File: config.mk
export PLATFORM = sky130hd
export DESIGN_NAME = jamma_joy_scan_flat
export DESIGN_NICKNAME = d
export VERILOG_FILES = /design/src/rtl/jamma_pkg.sv /design/src/rtl/jamma_joy_scan_if.sv /design/src/rtl/jamma_debounce.sv /design/src/rtl/jamma_joy_scan.sv /design/src/flat_wrapper.sv
export SDC_FILE = /design/constraint.sdc
export NUM_CORES = 1
export LEC_CHECK = 0
export ABC_CLOCK_PERIOD_IN_PS = 3700
export BUFFER_PORTS_ARGS = -buffer_cell sky130_fd_sc_hd__buf_4
export CAP_MARGIN = 20
export CORE_AREA = 2 2 149 151
export CTS_CLUSTER_DIAMETER = 120
export DETAILED_ROUTE_END_ITERATION = 8
export DIE_AREA = 0 0 151 153
export SYNTH_ARGS = -nofsm -noshare
export SYNTH_HDL_FRONTEND = slang
export SYNTH_HIERARCHICAL = 1
export SYNTH_SLANG_ARGS = --single-unit
File: constraint.sdc
create_clock -name clk12 -period 3.7 [get_ports clk12]
set_clock_uncertainty 0.05 [all_clocks]
set_input_delay 0.185 -clock clk12 [delete_from_list [all_inputs] [get_ports clk12]]
set_output_delay 0.185 -clock clk12 [all_outputs]
set_load 0.01 [all_outputs]
File: src/rtl/jamma_pkg.sv
// Shared types and constants for the JAMMA joystick scanner: scan FSM states,
// select-width helper and the active-low "released" level.
package jamma_pkg;

  typedef enum logic {
    ST_SETTLE = 1'b0,
    ST_SAMPLE = 1'b1
  } scan_state_e;

  // Joystick lines are active low, so an idle/released bit reads as 1.
  localparam logic JOY_RELEASED = 1'b1;

  localparam int SETTLE_CNT_W = 8;
  localparam int DEB_CNT_W    = 4;

  function automatic int sel_width(input int num_players);
    return (num_players <= 1) ? 1 : $clog2(num_players);
  endfunction

endpackage

File: src/rtl/jamma_joy_scan_if.sv
// Bus bundle between the joystick scanner and its surroundings: shared external
// bus, onboard joystick, select index and debounced player states.
interface jamma_joy_scan_if
  import jamma_pkg::*;
#(
  parameter int NUM_PLAYERS = 2,
  parameter int JOY_W       = 8
);

  localparam int SEL_W = sel_width(NUM_PLAYERS);

  logic [JOY_W-1:0]             jjoy;
  logic [JOY_W-1:0]             onboard_joy;
  logic [SEL_W-1:0]             jselect;
  logic [NUM_PLAYERS*JOY_W-1:0] joy_out;
  logic                         scan_done;

  modport master (
    output jjoy,
    output onboard_joy,
    input  jselect,
    input  joy_out,
    input  scan_done
  );

  modport slave (
    input  jjoy,
    input  onboard_joy,
    output jselect,
    output joy_out,
    output scan_done
  );

endinterface

File: src/rtl/jamma_debounce.sv
// Per-player debouncer: each bit follows its sample only after DEBOUNCE
// consecutive differing samples, counted on sample_en edges only.
module jamma_debounce
  import jamma_pkg::*;
#(
  parameter int JOY_W    = 8,
  parameter int DEBOUNCE = 1
) (
  input  logic             clk12,
  input  logic             reset,
  input  logic             sample_en,
  input  logic [JOY_W-1:0] sample_i,
  output logic [JOY_W-1:0] joy_o
);

  localparam logic [DEB_CNT_W-1:0] CNT_LAST = DEB_CNT_W'(DEBOUNCE - 1);

  logic [JOY_W-1:0]                out_q, out_d;
  logic [JOY_W-1:0][DEB_CNT_W-1:0] cnt_q, cnt_d;

  always_comb begin
    out_d = out_q;
    cnt_d = cnt_q;
    if (sample_en) begin
      for (int b = 0; b < JOY_W; b++) begin
        if (sample_i[b] == out_q[b]) begin
          cnt_d[b] = '0;
        end else if (cnt_q[b] == CNT_LAST) begin
          out_d[b] = sample_i[b];
          cnt_d[b] = '0;
        end else begin
          cnt_d[b] = cnt_q[b] + DEB_CNT_W'(1);
        end
      end
    end
  end

  // Counters reset too, so a reset mid-debounce discards any partial run.
  always_ff @(posedge clk12 or posedge reset) begin
    if (reset) begin
      out_q <= {JOY_W{JOY_RELEASED}};
      cnt_q <= '0;
    end else begin
      out_q <= out_d;
      cnt_q <= cnt_d;
    end
  end

  assign joy_o = out_q;

endmodule

File: src/rtl/jamma_joy_scan.sv
// JAMMA joystick scanner: time-multiplexes a shared active-low bus across
// players with a SETTLE/SAMPLE FSM and debounces each player's bits.
module jamma_joy_scan
  import jamma_pkg::*;
#(
  parameter int NUM_PLAYERS   = 2,
  parameter int JOY_W         = 8,
  parameter int SETTLE_CYCLES = 1,
  parameter int DEBOUNCE      = 1,
  parameter int SPLIT_EN      = 1
) (
  input  logic             clk12,
  input  logic             reset,
  jamma_joy_scan_if.slave  bus
);

  localparam int SEL_W = sel_width(NUM_PLAYERS);
  localparam bit SINGLE = (SPLIT_EN == 0) || (NUM_PLAYERS == 1);
  // In direct mode the last scanned player is 0, which pins sel at 0.
  localparam logic [SEL_W-1:0] LAST_SEL = SINGLE ? '0 : SEL_W'(NUM_PLAYERS - 1);
  localparam logic [SETTLE_CNT_W-1:0] SETTLE_LAST = SETTLE_CNT_W'(SETTLE_CYCLES - 1);

  scan_state_e             state_q, state_d;
  logic [SETTLE_CNT_W-1:0] settle_cnt_q, settle_cnt_d;
  logic [SEL_W-1:0]        sel_q, sel_d;
  logic                    scan_done_q, scan_done_d;
  logic                    sample_fire;

  // NOTE: non-blocking assignments so every flop updates from pre-edge values.
  always_ff @(posedge clk12 or posedge reset) begin
    if (reset) begin
      state_q      <= ST_SETTLE;
      settle_cnt_q <= '0;
      sel_q        <= '0;
      scan_done_q  <= 1'b0;
    end else begin
      state_q      <= state_d;
      settle_cnt_q <= settle_cnt_d;
      sel_q        <= sel_d;
      scan_done_q  <= scan_done_d;
    end
  end

  // NOTE: every output of a comb block gets a default first, so no path latches.
  always_comb begin
    state_d      = state_q;
    settle_cnt_d = settle_cnt_q;
    sel_d        = sel_q;
    unique case (state_q)
      ST_SETTLE: begin
        if (settle_cnt_q == SETTLE_LAST) begin
          state_d = ST_SAMPLE;
        end else begin
          settle_cnt_d = settle_cnt_q + SETTLE_CNT_W'(1);
        end
      end
      ST_SAMPLE: begin
        state_d      = ST_SETTLE;
        settle_cnt_d = '0;
        sel_d        = (sel_q == LAST_SEL) ? '0 : sel_q + SEL_W'(1);
      end
      default: state_d = ST_SETTLE;
    endcase
  end

  always_comb begin
    sample_fire = (state_q == ST_SAMPLE);
    scan_done_d = sample_fire && (sel_q == LAST_SEL);
  end

  for (genvar p = 0; p < NUM_PLAYERS; p++) begin : g_player
    logic [JOY_W-1:0] sample;
    logic             sample_en;

    // The onboard joystick is wired-AND into player 0 only.
    if (p == 0) begin : g_merge
      assign sample = bus.jjoy & bus.onboard_joy;
    end else begin : g_plain
      assign sample = bus.jjoy;
    end

    assign sample_en = sample_fire && (sel_q == SEL_W'(p));

    jamma_debounce #(
      .JOY_W    (JOY_W),
      .DEBOUNCE (DEBOUNCE)
    ) u_debounce (
      .clk12     (clk12),
      .reset     (reset),
      .sample_en (sample_en),
      .sample_i  (sample),
      .joy_o     (bus.joy_out[p*JOY_W +: JOY_W])
    );
  end

  assign bus.jselect   = sel_q;
  assign bus.scan_done = scan_done_q;

endmodule

File: src/flat_wrapper.sv
// flat-port wrapper written by rule: the top's interface ports become plain ports
module jamma_joy_scan_flat import jamma_pkg::*;
#(
  parameter int NUM_PLAYERS   = 2,
  parameter int JOY_W         = 8,
  parameter int SETTLE_CYCLES = 1,
  parameter int DEBOUNCE      = 1,
  parameter int SPLIT_EN      = 1
)
  (clk12, reset, bus_jjoy, bus_onboard_joy, bus_jselect, bus_joy_out, bus_scan_done);
  jamma_joy_scan_if #(.NUM_PLAYERS(NUM_PLAYERS), .JOY_W(JOY_W)) bus_i ();
  input  logic clk12;
  input  logic reset;
  input wire logic [$bits(bus_i.jjoy)-1:0] bus_jjoy;
  input wire logic [$bits(bus_i.onboard_joy)-1:0] bus_onboard_joy;
  output wire logic [$bits(bus_i.jselect)-1:0] bus_jselect;
  output wire logic [$bits(bus_i.joy_out)-1:0] bus_joy_out;
  output wire logic [$bits(bus_i.scan_done)-1:0] bus_scan_done;
  assign bus_i.jjoy = bus_jjoy;
  assign bus_i.onboard_joy = bus_onboard_joy;
  assign bus_jselect = bus_i.jselect;
  assign bus_joy_out = bus_i.joy_out;
  assign bus_scan_done = bus_i.scan_done;
  jamma_joy_scan #(.NUM_PLAYERS(NUM_PLAYERS), .JOY_W(JOY_W), .SETTLE_CYCLES(SETTLE_CYCLES), .DEBOUNCE(DEBOUNCE), .SPLIT_EN(SPLIT_EN)) u_core (.clk12(clk12), .reset(reset), .bus(bus_i));
endmodule
Word level (Yosys, flattened, before mapping)
Index checks and enable logic that the tools add are counted.

operators by class
  add/subtract/negate cells = 18
  eq/ne operators = 17
  muxes and demuxes = 37
  bitwise logic cells = 19
  reduce and logical (&&, ||, !) cells = 35

operators with widths
  operator                                      count
  2-to-1 mux 4 bit                              32
  adder 4 x 1 -> 4 bit (second input constant)  16
  logical NOT 4 bit                             16
  AND reduction 3 bit                           16
  NOT 1 bit                                     18
  == test 1 bit                                 16
  one-hot mux 8 bit (2 select lines)            1
  adder 8 x 1 -> 8 bit (second input constant)  1
  AND 8 bit                                     1
  logical NOT 8 bit                             1
  2-to-1 mux 8 bit                              1
  logical AND 1 bit                             2
  2-to-1 mux 1 bit                              2
  != test 2 bit (second input constant)         1
  one-hot mux 1 bit (2 select lines)            1
  adder 1 bit (second input constant)           1

storage, ports and cells
  bits in registers = 91
  input bits = 18
  output and inout port bits = 18

Depth between registers and ports, before layout
  depth after elaboration = 4
  gate-level depth with buffers = 7

By module
The synthesis kept the hierarchy.

modules (own cells, without submodules)
  module          instances  cells an instance  area each (um2)  sequential area each (um2)
  jamma_debounce  2          210                2333.5           1011.0
  jamma_joy_scan  1          59                 594.3            275.3

Least setup slack after synthesis
Ideal clock, no wire load.

  path kind = register to register
  from = reg u_core.settle_cnt_q[0]
  to = reg u_core.settle_cnt_q[0]
  library setup time = 0.125 ns
  arrival = 1.620 ns
  slack = 1.905 ns
  cell stages (with the launch flop) = 6
  path buffers = 0
  cell sequence = dfrtp_1 inv_1 ha_1 or4b_4 nor4_4 mux2_4

between the ends
  word-level cells in the longest chain between the ends = 3

ends and longest elaborated chain
  element                             RTL line              text
  from (decl)                         jamma_joy_scan.sv:24  logic [SETTLE_CNT_W-1:0] settle_cnt_q, settle_cnt_d;
  from (signal assigned)              jamma_joy_scan.sv:38  settle_cnt_q <= settle_cnt_d;
  adder 8 x 1 -> 8 bit                jamma_joy_scan.sv:54  settle_cnt_d = settle_cnt_q + SETTLE_CNT_W'(1);
  2-to-1 mux 8 bit                    jamma_joy_scan.sv:51  if (settle_cnt_q == SETTLE_LAST) begin
  one-hot mux 8 bit (2 select lines)  jamma_joy_scan.sv:49  unique case (state_q)

Parallel ways exist; a longest one is shown, timed or not. The select of a mux whose other input is x is not followed.
A chain may end at the register's enable or synchronous reset.

Final worst setup path
  from = reg u_core.state_q, in the netlist u_core/sample_fire
  to = reg u_core.g_player[0].u_debounce.out_q[0]

between the ends
  word-level cells in the longest chain between the ends = 2

ends and longest elaborated chain
  element                                 RTL line              text
  from (decl)                             jamma_joy_scan.sv:23  scan_state_e state_q, state_d;
  from (signal assigned)                  jamma_joy_scan.sv:37  state_q <= state_d;
  logical AND 1 bit                       jamma_joy_scan.sv:82  assign sample_en = sample_fire && (sel_q == SEL_W'(p));
  named net u_core.g_player[0].sample_en  jamma_joy_scan.sv:73  logic sample_en;
  AND reduction 3 bit (no source line)    -
  to (signal assigned)                    jamma_debounce.sv:41  out_q <= {JOY_W{JOY_RELEASED}};
  to (signal assigned)                    jamma_debounce.sv:44  out_q <= out_d;
  to (decl)                               jamma_debounce.sv:18  logic [JOY_W-1:0] out_q, out_d;

The timed path passes the listed nets, and every way through them passes these cells.

==> out/metrics.csv <==
stage,metric,value,unit
clock_tree,clockBufferDepth,2,
route,drcViolationCount,0,
logic_synthesis,synth_nets,531,
sta,fin_hold_ws,0.0564,ns
clock_tree,ctsRootBufferMaster,clkbuf_16,
sta,maxSlewHeadroom,0.447,
flow_run,maxCapViolCount,0,
finish,drive_above_1_share,0.246,
worst_setup_path,r2r_end,u_core/g_player[0].u_debounce/joy_o[0]$_DFFE_PP1P_,
logic_synthesis,synth.yosys.seq_area_share,0.437,
die,initial_core_util,0.245,
logic_synthesis,synthTopCellsByArea,"dfrtp_1 36%, ha_1 8.1%, dfstp_2 8.0%",
finish,design_area,6110,µm²
clock_tree,post_cts_buffers,0,
global_routing,grt_pass1_wl,16800,µm
finish,fillers,2256,
worst_setup_path,cp.arrival,2.45,ns
sta,fmax,0.449,GHz
clock_tree,tritoncts,built,
global_routing,grt_overflow,0,
route,final_antenna_net_count,0,
clock_tree,clk_latency,0.35,ns
clock_tree,clk_pin_slew_worst_paths,0.06,ns
finish,syn_to_final_growth,16.1,%
route,vias,3579,
logic_synthesis,synth_edf_count,0,
die,std_cell_rows,54,
logic_synthesis,yosysTopAreaCell,dfrtp_1,
sta,tns,0,ns
logic_synthesis,yosysTopAreaCellShare,0.357,
worst_setup_path,cp-start-kind,register,
global_routing,grt_pass1_vias,3617,
worst_hold_path,min_to,u_core/g_player[1].u_debounce/joy_o[2]$_DFFE_PP1P_,
global_routing,grt_antenna_before_repair,0,
logic_synthesis,synth.distinct_cells,46,
worst_setup_path,reg2reg_depth,4,
place,place_area,5800,µm²
logic_synthesis,syn-instance-count,479,
die,fp.dieH,153,µm
clock_tree,htreeDepth,3,
route,first_pass_iters,4,
clock_tree,cts_buffers,9,
sta,finalSetupViolations,0,
finish,seq_area,2300,µm²
worst_setup_path,crit_fanout,35,
logic_synthesis,syn_area_per_cell,11.0,µm²
logic_synthesis,yosys_register_bits,91,
place,dp_hpwl,6770,µm
worst_setup_path,ff2ff_setup_slack,1.47,ns
worst_setup_path,worstReg2RegStart,u_core/sample_fire$_DFF_PP0_,
sta,fin_crit,2.23,ns
finish,final_nets,568,
worst_hold_path,hp-start,bus_jjoy[2],
sta,rsz0062_at_grt,no,
place,io_buffers,35,
worst_hold_path,hold_path.class,input port to register,
route,routedWlPerCell,11.9,µm
worst_setup_path,critPathKind,register to register,
run_status,status,finished clean,
sta,min_period_over_period,0.601,
power_and_ir_drop,leakagePower,2.64,nW
power_and_ir_drop,vdd_drop_max,0.000212,V
die,io_pins,36,
global_routing,grt.total_usage,0.0903,
sta,tightestPinTransition,0.830,ns
finish,multi_input_area,2680,µm²
finish,n_antenna_cell,0,
route,drt_iter0_drc,141,
global_routing,grt_max_degree,50,
logic_synthesis,ys_warn_count,6,
finish,layout.cells.non_filler,800,
clock_tree,cts_sinks,91,
logic_synthesis,synth-async-reset-ratio,1.00,
die,die_w,151,µm
logic_synthesis,syn-cell-area,5260,µm²
worst_hold_path,hold_depth,2,
die,die_area,23100,µm²
logic_synthesis,synth-main-ff-cell,dfrtp_1,
worst_setup_path,endpoint_kind,register,
route,routed_wl,9530,µm
sta,hold_viol,0,
place,place_inst,784,
power_and_ir_drop,power_density,446,nW/µm²
die,core,21500,µm²
place,gp_congestion,0.755,
route,vias_per_cell,4.47,
worst_setup_path,required,3.93,ns
sta,slew_violations,0,
-- state kept, by name, indices dropped and copies added, names as in the netlist --
name,flops
u_core/settle_cnt_q,8
u_core/g_player.u_debounce/joy_o,16
u_core/bus.scan_done,1
u_core/g_player.u_debounce/cnt_q,64
u_core/sample_fire,1
u_core/bus.jselect,1
-- Yosys cell counts, types with 6 or more instances --
| cell | instances |
|---|---|
| ha_1 | 34 |
| dfrtp_1 | 75 |
| nand2_1 | 25 |
| o2bb2ai_1 | 20 |
| nand4b_1 | 14 |
| xnor2_2 | 14 |
| and2_1 | 9 |
| a31o_1 | 6 |
| nand3_1 | 8 |
| nand3b_1 | 6 |
| mux2_2 | 28 |
| nor3_1 | 23 |
| dfstp_2 | 16 |
| and3_1 | 6 |
| o22ai_1 | 16 |
| nand2b_1 | 16 |
| o21ai_0 | 23 |
| inv_1 | 42 |
| nand4_1 | 9 |
| nor3b_1 | 30 |
-- worst max path at each step --
stage                                                   from                                                 end
final                           u_core/sample_fire$_DFF_PP0_  u_core/g_player[0].u_debounce/joy_o[0]$_DFFE_PP1P_
after CTS                       u_core/sample_fire$_DFF_PP0_  u_core/g_player[0].u_debounce/joy_o[5]$_DFFE_PP1P_
after detailed placement        u_core/sample_fire$_DFF_PP0_  u_core/g_player[0].u_debounce/joy_o[5]$_DFFE_PP1P_
after floorplan           u_core/settle_cnt_q[0]$_DFFE_PP0P_                  u_core/settle_cnt_q[0]$_DFFE_PP0P_
after global routing            u_core/sample_fire$_DFF_PP0_  u_core/g_player[0].u_debounce/joy_o[5]$_DFFE_PP1P_
after global placement          u_core/sample_fire$_DFF_PP0_  u_core/g_player[0].u_debounce/joy_o[0]$_DFFE_PP1P_
-- critical path, cell delays in order, from the launching register on --
cell	delay [ns]
dfrtp_1	0.59
nor2b_4	0.65
buf_12	0.26
nor3b_1	0.23
mux2_2	0.35
-- routing by layer --
metal | share of wire | routed length, µm | global-route usage | vias to the layer above
met1 | 0.47 | 4520 | 0.110 | 1746
met5 | 0 | 0 | 0 | -
li1 | - | - | - | 1781
met3 | 0.026 | 252 | 0.0218 | 13
met4 | 0.024 | 225 | 0.0472 | 0
met2 | 0.48 | 4540 | 0.147 | 39
-- timing repair --
action                                 CTS  global route
endpoints found under the hold margin   75             0
gates resized for setup                  0             0
hold buffers                             1             0
-- stage by stage --
step / util / total power, W / worst slack [ns]
detailed placement: 0.270 / 0.00181 / 1.47
finish: 0.284 / 0.00272 / 1.47
global placement: 0.270 / 0.00181 / 1.49
floorplan: - / 0.00161 / 1.90
CTS: 0.284 / 0.00278 / 1.46
global route: 0.284 / 0.00289 / 1.32
-- area by class of cell --
type,instances,share of cell area
clock buffer,11,0.0414
clock inverter,4,0.00819
inverter,42,0.0258
multi-input combinational,331,0.438
sequential,91,0.376
tap,280,0.0573
timing repair buffer,41,0.0528
-- report_power, final --
part	leakage [nW]	switching [W]	internal [W]	total, W
Clock	0.144	0.000384	0.000555	0.000939
Sequential	1.21	0.000107	0.00112	0.00123
Combinational	1.29	0.000274	0.000278	0.000552
Total	2.64	0.000765	0.00196	0.00272
-- layout by cell type, fill, tap and decap left out, drive strengths merged, types with 6 or more instances in the layout --
master and instances:
nand2 27, buf 40, nor3 23, a31o 8, nand4 9, ha 34, xnor2 15, and2 9
nand4b 14, inv 42, dfrtp 75, dfstp 16, o22ai 16, nor3b 30, nand2b 16, nand3b 6
clkbuf 11, o2bb2ai 20, nand3 8, and3 6, mux2 31, o21ai 25
-- logic make-up after synthesis --
group / Yosys count / share of synthesized area
flops: 91 / 0.437
mux: 34 / 0.0728
xor+xnor: 20 / 0.0561
simple gates: 163 / 0.192
compound gates: 80 / 0.106
fa+ha+maj: 34 / 0.0809
buf+inv: 57 / 0.0559
Note: power is estimated with default switching activity, not from simulation.
